==> src/rtl/uart_pkg.sv <==
// uart_pkg: receive FSM state encodings, frame indicator values and oversample reload constants.
package uart_pkg;
   typedef enum logic [2:0] {
      IDLE   = 3'd0,
      START  = 3'd1,
      DATA   = 3'd2,
      PARITY = 3'd3,
      STOP   = 3'd4
   } rx_state_e;
   localparam logic [1:0] FRAME_IDLE = 2'b00;
   localparam logic [1:0] FRAME_01   = 2'b01;
   localparam logic [1:0] FRAME_10   = 2'b10;
   localparam logic [3:0] HALF = 4'd7;
   localparam logic [3:0] FULL = 4'd15;
endpackage

==> src/rtl/meta_harden.sv <==
// meta_harden: 2-FF synchronizer with asynchronous active-high reset to RST_VAL.
module meta_harden #(
   parameter logic RST_VAL = 1'b0
) (
   input  logic clk_i,
   input  logic rst_i,
   input  logic sig_i,
   output logic sig_o
);
   logic meta_q, sync_q;
   always_ff @(posedge clk_i or posedge rst_i) begin
      if (rst_i) begin
         meta_q <= RST_VAL;
         sync_q <= RST_VAL;
      end else begin
         meta_q <= sig_i;
         sync_q <= meta_q;
      end
   end
   assign sig_o = sync_q;
endmodule

==> src/rtl/uart_rx_ctl.sv <==
// uart_rx_ctl: 16x-oversampled 8-bit UART receiver, LSbit first.
// Define UART_RX_PARITY_EN for an 11-bit frame with even parity checking.
module uart_rx_ctl
   import uart_pkg::*;
(
   input  logic       clk_rx,
   input  logic       rst_clk_rx,
   input  logic       baud_x16_en,
   input  logic       rxd_i,
   output logic [7:0] rx_data,
   output logic       rx_data_rdy,
   output logic       frm_err,
   output logic       parity_err,
   output logic       rx_store_qual,
   output logic [1:0] rx_frame_indicator,
   output logic       rx_bit_indicator
);
   logic       rxd_s;
   rx_state_e  state_q;
   logic [3:0] over_sample_cnt_q;
   logic [2:0] bit_cnt_q;
   logic [7:0] shift_q, rx_data_q;
   logic       armed_q, rdy_q, frm_err_q;
   logic [1:0] frame_q, frame_old_q, frame_d;
   logic       at_sample;
`ifdef UART_RX_PARITY_EN
   logic       par_mis_q, par_err_q;
`endif

   meta_harden #(.RST_VAL(1'b1)) u_meta (
      .clk_i (clk_rx),
      .rst_i (rst_clk_rx),
      .sig_i (rxd_i),
      .sig_o (rxd_s)
   );

   assign at_sample = over_sample_cnt_q == 4'd0;
   assign frame_d   = (frame_old_q == FRAME_01) ? FRAME_10 : FRAME_01;

   always_ff @(posedge clk_rx or posedge rst_clk_rx) begin
      if (rst_clk_rx) begin
         state_q           <= IDLE;
         over_sample_cnt_q <= 4'd0;
         bit_cnt_q         <= 3'd0;
         shift_q           <= 8'h00;
         rx_data_q         <= 8'h00;
         armed_q           <= 1'b1;
         rdy_q             <= 1'b0;
         frm_err_q         <= 1'b0;
         frame_q           <= FRAME_IDLE;
         frame_old_q       <= FRAME_10;
`ifdef UART_RX_PARITY_EN
         par_mis_q         <= 1'b0;
         par_err_q         <= 1'b0;
`endif
      end else begin
         rdy_q     <= 1'b0;
         frm_err_q <= 1'b0;
`ifdef UART_RX_PARITY_EN
         par_err_q <= 1'b0;
`endif
         if (baud_x16_en) begin
            if (!at_sample) over_sample_cnt_q <= over_sample_cnt_q - 4'd1;
            case (state_q)
               IDLE: begin
                  if (rxd_s) armed_q <= 1'b1;
                  else if (armed_q) begin
                     state_q           <= START;
                     over_sample_cnt_q <= HALF;
                     frame_q           <= frame_d;
                     frame_old_q       <= frame_d;
                  end
               end
               START: if (at_sample) begin
                  if (!rxd_s) begin
                     state_q           <= DATA;
                     over_sample_cnt_q <= FULL;
                     bit_cnt_q         <= 3'd0;
                  end else begin
                     state_q <= IDLE;
                     frame_q <= FRAME_IDLE;
                  end
               end
               DATA: if (at_sample) begin
                  shift_q[bit_cnt_q] <= rxd_s;
                  over_sample_cnt_q  <= FULL;
                  bit_cnt_q          <= bit_cnt_q + 3'd1;
`ifdef UART_RX_PARITY_EN
                  if (bit_cnt_q == 3'd7) state_q <= PARITY;
`else
                  if (bit_cnt_q == 3'd7) state_q <= STOP;
`endif
               end
`ifdef UART_RX_PARITY_EN
               PARITY: if (at_sample) begin
                  par_mis_q         <= rxd_s != ^shift_q;
                  over_sample_cnt_q <= FULL;
                  state_q           <= STOP;
               end
`endif
               STOP: if (at_sample) begin
                  state_q <= IDLE;
                  frame_q <= FRAME_IDLE;
                  // a low stop bit disarms so a break cannot retrigger until the line idles high
                  if (!rxd_s) begin
                     frm_err_q <= 1'b1;
                     armed_q   <= 1'b0;
                  end
`ifdef UART_RX_PARITY_EN
                  else if (par_mis_q) par_err_q <= 1'b1;
`endif
                  else begin
                     rx_data_q <= shift_q;
                     rdy_q     <= 1'b1;
                  end
               end
               default: state_q <= IDLE;
            endcase
         end
      end
   end

   assign rx_data            = rx_data_q;
   assign rx_data_rdy        = rdy_q;
   assign frm_err            = frm_err_q;
`ifdef UART_RX_PARITY_EN
   assign parity_err         = par_err_q;
`else
   assign parity_err         = 1'b0;
`endif
   assign rx_frame_indicator = frame_q;
   assign rx_store_qual      = frame_q != FRAME_IDLE;
   assign rx_bit_indicator   = state_q != IDLE && at_sample;
endmodule

==> config.mk <==
export PLATFORM = sky130hd
export DESIGN_NAME = uart_rx_ctl
export DESIGN_NICKNAME = d
export VERILOG_FILES = /design/src/rtl/uart_pkg.sv /design/src/rtl/meta_harden.sv /design/src/rtl/uart_rx_ctl.sv
export SDC_FILE = /design/constraint.sdc
export NUM_CORES = 1
export LEC_CHECK = 0
export CAP_MARGIN = 10
export CORE_MARGIN = 2
export CORE_UTILIZATION = 36
export DETAILED_ROUTE_END_ITERATION = 8
export PLACE_DENSITY = 0.58
export SLEW_MARGIN = 5
export SYNTH_ARGS = -nofsm -noshare
export SYNTH_HDL_FRONTEND = slang
export SYNTH_SLANG_ARGS = --single-unit
==> constraint.sdc <==
create_clock -name clk_rx -period 2.7 [get_ports clk_rx]
set_clock_uncertainty 0.1 [all_clocks]
set_input_delay 0.27 -clock clk_rx [delete_from_list [all_inputs] [get_ports clk_rx]]
set_output_delay 0.27 -clock clk_rx [all_outputs]
set_load 0.02 [all_outputs]
======== After elaboration in Yosys (flattened, before gate mapping) ========
Cells that the tools add are included.
word-level totals
  bits in registers ....................... 35
  input port bits ......................... 4
  output and inout bits ................... 15
operators by class
  add/subtract/negate cells ............... 2
  order comparisons ....................... 2
  equal/unequal tests ..................... 15
  muxes and demuxes ....................... 41
  bitwise operators ....................... 1
  reductions and logical operators ........ 16
operators by type and width
  cell                                                                      count
  3-bit 2-to-1 mux                                                          9
  4-bit 2-to-1 mux                                                          6
  2-bit inequality test (second input constant)                             8
  2-bit 2-to-1 mux                                                          7
  7-bit AND reduction                                                       2
  1-bit 2-to-1 mux                                                          12
  3-bit case mux with 4 select lines                                        1
  4-bit case mux with 3 select lines                                        1
  5-bit AND reduction                                                       2
  8-bit bitwise mux                                                         1
  4-bit AND reduction                                                       2
  3-bit equality test (second input constant)                               2
  2-bit case mux with 3 select lines                                        1
  3-bit case mux with 2 select lines                                        1
  2-bit nonzero test                                                        3
  3-bit nonzero test                                                        2
  4-bit zero test                                                           1
  3-bit by 4-bit < comparator with 1-bit output (second input constant)     1
  2-bit by 1-bit inequality test with 1-bit output (second input constant)  2
  4-bit by 1-bit subtractor with 4-bit output (second input constant)       1
  3-bit by 1-bit adder with 3-bit output (second input constant)            1
  1-bit demux with 3-bit select                                             1
  3-bit by 1-bit equality test with 1-bit output (second input constant)    1
  3-bit by 2-bit equality test with 1-bit output (second input constant)    1
  other kinds (7)                                                           8

======== Depth between registers and ports, before layout ========
  word-level depth ........................ 5
  depth in mapped cells ................... 9
  depth with buffers taken out ............ 9

======== Hierarchy ========
A second synthesis with hierarchy kept.
unflattened totals
  cell total of the unflattened synthesis .. 168
  area, all modules ....................... 1826.8 µm²
modules (own cells, without submodules)
  module       instances  cells an instance  area each (µm²)  seq. area each (µm²)
  uart_rx_ctl  1          165                1770.4           828.3
  meta_harden  1          3                  56.3             52.6

======== Worst setup path after synthesis ========
No wires, ideal clock.
  kind .................................... register to register
  start ................................... reg over_sample_cnt_q[0]
  end ..................................... reg over_sample_cnt_q[0]
  library setup time ...................... 0.104 ns
  arrival ................................. 2.037 ns
  data required time ...................... 2.496 ns
  slack ................................... 0.459 ns
  stages on the path, launching flop included .. 9
  path buffers ............................ 0
  path through ............................ dfrtp_1 -> inv_1 -> ha_1 -> nor3b_2 -> inv_1 -> ha_1 -> nor4b_1 -> a221o_1 -> a221oi_1
between the ends
  word-level cells in the longest chain between the ends .. 5
  elaborated cells on any way between the ends .. 9
  classes of those cells .................. add/sub (1); mux (7); reduce/logical (1)
ends and longest elaborated chain
  item                                                                                   line                                  text
  start, declared                                                                        uart_rx_ctl.sv:20                     logic [3:0] over_sample_cnt_q;
  start signal, assigned                                                                 uart_rx_ctl.sv:63                     if (!at_sample) over_sample_cnt_q <= over_sample_cnt_q - 4'd1;
  4-bit by 1-bit subtractor with 4-bit output / 4-bit zero test (equally long branches)  uart_rx_ctl.sv:63, uart_rx_ctl.sv:37
  4-bit 2-to-1 mux                                                                       uart_rx_ctl.sv:63
  4-bit 2-to-1 mux, on equally long branches                                             uart_rx_ctl.sv:75, uart_rx_ctl.sv:67
  4-bit 2-to-1 mux, on equally long branches                                             uart_rx_ctl.sv:74, uart_rx_ctl.sv:66
  4-bit case mux with 3 select lines *                                                   uart_rx_ctl.sv:64                     case (state_q)
Every way passes the cells marked *; elsewhere a longest branch is shown, timed or not.
A chain may end at the register's enable or synchronous reset.

======== Final worst setup path ========
  start ................................... reg over_sample_cnt_q[0]
  end ..................................... out rx_bit_indicator
between the ends
  word-level cells in the longest chain between the ends .. 2
ends and longest elaborated chain
  item               line                text
  4-bit zero test    uart_rx_ctl.sv:37   assign at_sample = over_sample_cnt_q == 4'd0;
  1-bit logical AND  uart_rx_ctl.sv:133  assign rx_bit_indicator = state_q != IDLE && at_sample;
  end, declared      uart_rx_ctl.sv:16   output logic rx_bit_indicator
Every way passes these cells.

==> impl_metrics.ini <==
[status]
status = completed

[timing]
hold_viol = 0
worst_slack_ns = 0.142
setup_violations = 0
period_needed_ns = 2.56
max_clock_freq_mhz = 391
worst_pin_slew_ns = 0.503
worst_hold_slack_ns = 0.155
fin_crit_sh_pct = 94.7
fin_tns_setup_ns = 0
rsz0062_at_grt = false
max-slew-margin-rel_pct = 66.2
maxSlewViolCount = 0

[global_route]
grt_max_degree = 17
grt-ovfl-total = 0
grt_antenna_before_repair = 0
grt_pass1_wl_microns = 5530
grt_pass1_vias = 1199
grt_usage_pct = 13.5

[floorplan]
dieArea_sq_um = 5340
fp.dieW_microns = 73.1
num_rows = 25
initial_utilization_pct = 36.9
num_io_pins = 19
core_sq_um = 4660
dieHeight_microns = 73.1

[route]
first_pass_iters = 4
drc = 0
via_per_inst = 5.27
drt-initial-drc-count = 97
ant_nets = 0
wl_per_cell_microns = 14.0
wl_microns = 3220
vias = 1218

[hold_path]
hold_path.class = in2async

[logic_synthesis]
synth_nets = 162
synth_top_area_cell = dfrtp_1
synth-seq-cells = 35
synth.avg_cell_area_sq_um = 11.2
synth_area_sq_um = 1720
postSynthCellCount = 154
ys_seq_area_share_pct = 51.2
async_reset_ff_share_pct = 100
ys_types = 47
yosysTopAreaCellShare_pct = 45.1
synth_edf_count = 0
synthTopCellsByArea = dfrtp_1 45%, mux2_2 10%, dfstp_2 6.1%
ys_warn_count = 0
synthFlopType = dfrtp_1

[job]
maxCapViolations = 0

[power_and_ir_drop]
leakage_nw = 0.952
p_per_area_nw_per_um2 = 764
ir_worst_vdd_v = 0.000367

[setup_path]
critPathRequiredTime_ns = 2.33
r2r-start = over_sample_cnt_q[0]$_DFFE_PP0P_
crit_type = reg2out
worstPathArrival_ns = 2.19
reg2regPathDepth = 8
reg2reg_to = over_sample_cnt_q[0]$_DFFE_PP0P_
cp-end-kind = primary output
reg2reg_slack_ns = 0.29
crit_fanout = 5
startpoint_type = register

[placed_design]
gp_routability_congestion = 0.836
port_buffers = 17
hpwlAfterDp_microns = 2330
dpl-instance-area_sq_um = 1930
pre_cts_slack_ns = 0.118

[clock_network]
insertion_delay_ns = 0.28
cts_buffers = 5
cts-root-buf = clkbuf_8
clock-sinks = 35
clock_path_buffers = 2
cts_tree = built
htreeDepth = 2
clk_pin_slew_ns = 0.06
cts_hold_buf = 0

[finish]
fin_util_pct = 43.7
final_nets = 184
drive_gt1_share_pct = 23.7
diodes = 0
area_delta_synth_final_pct = 18.5
finish.instance_area_sq_um = 2040
## per-layer routing
metal  wire (microns)  global-route usage (%)  vias up
li1                 -                       -      592
met1             1500                    17.4      600
met2             1570                    21.6       24
met3              129                    4.01        2
met4               19                    4.32        0
met5                0                       0        -
## cells in the final DEF (no fill, tap or decap), types with 5 or more instances in the layout
cell type        Yosys  layout
inv_1               10      10
nand2_1              7       7
mux2_2              16      16
o21ai_0              5       5
buf_4                3       6
nor2_1              14      14
clkbuf_8             0       5
dfrtp_1             31      31
clkdlybuf4s50_1      0      17
a21oi_1              6       6
## cell usage after synthesis (2+ instances only)
| cell type | n |
|---|---|
| dfrtp_1 | 31 |
| mux2_2 | 16 |
| nor2_1 | 14 |
| inv_1 | 10 |
| nand2_1 | 7 |
| a21oi_1 | 6 |
| o21ai_0 | 5 |
| a31o_2 | 4 |
| dfstp_2 | 4 |
| ha_1 | 4 |
| nand3_1 | 4 |
| buf_2 | 3 |
| buf_4 | 3 |
| a21boi_0 | 2 |
| nand2b_1 | 2 |
| nand3b_1 | 2 |
| nor2b_1 | 2 |
| nor3_1 | 2 |
| nor3b_1 | 2 |
| nor3b_2 | 2 |
| o31ai_1 | 2 |
| o41ai_1 | 2 |
## worst max-delay path: stages, from the launching register on
cell,delay (ns)
dfrtp_1,0.42
inv_1,0.10
ha_1,0.21
nor3b_4,0.31
inv_1,0.14
nor2_1,0.12
clkdlybuf4s50_1,0.60
## power by group
part	internal, W	total [W]	switching, W
clock	0.000181	0.000351	0.000170
combinational	0.000230	0.000485	0.000255
sequential	0.000617	0.000720	0.000103
total	0.00103	0.00156	0.000528
## stage by stage
stage | power, W | cells
floorplan | 0.00106 | 154
global placement | 0.00117 | 220
detailed placement | 0.00119 | 220
CTS | 0.00156 | 228
global route | 0.00166 | 231
finish | 0.00156 | 231
## worst max-delay path by stage
stage	start	to	slack, ns
6_report	over_sample_cnt_q[0]$_DFFE_PP0P_	rx_bit_indicator	0.14
5_1_grt	over_sample_cnt_q[0]$_DFFE_PP0P_	rx_bit_indicator	0.005
4_1_cts	over_sample_cnt_q[0]$_DFFE_PP0P_	rx_bit_indicator	0.04
3_5_place_dp	over_sample_cnt_q[0]$_DFFE_PP0P_	over_sample_cnt_q[0]$_DFFE_PP0P_	0.12
3_3_place_gp	over_sample_cnt_q[0]$_DFFE_PP0P_	over_sample_cnt_q[0]$_DFFE_PP0P_	0.32
2_1_floorplan	over_sample_cnt_q[0]$_DFFE_PP0P_	over_sample_cnt_q[0]$_DFFE_PP0P_	0.46
## area by class of cell
type                    count  area, sq um
repair buffers             23          215
clock buffers               7         76.3
well taps                  54         67.6
clock inverters             1         5.00
fillers                   429         2620
inverters                  10         37.5
flip-flops and latches     35          881
multi-input cells         101          754
## flip-flops by register name, indices dropped and copies added (netlist names)
register and flops:
shift_q 8, u_meta.sig_o 1, u_meta.meta_q 1, over_sample_cnt_q 4, bit_cnt_q 3, rx_frame_indicator 2, rx_data_rdy 1, rx_data 8
state_q 3, frame_old_q 2, frm_err 1, armed_q 1
## kinds of logic (layout without fill, tap and decap cells)
group	Yosys count	after routing	share of synthesized area [%]
AOI/OAI and AO/OA	31	31	13.0
adders and majority gates	4	4	2.91
buffers and inverters	18	41	5.24
DFF	35	35	51.2
muxes	17	17	11.1
other	1	1	0.218
and+or+nand+nor	48	48	16.3
## timing repair
item                       in CTS  in global routing
buffers inserted                0                  3
setup endpoints to repair       1                  1
resized for setup               1                  0
Power figures use the tool's default switching activity.
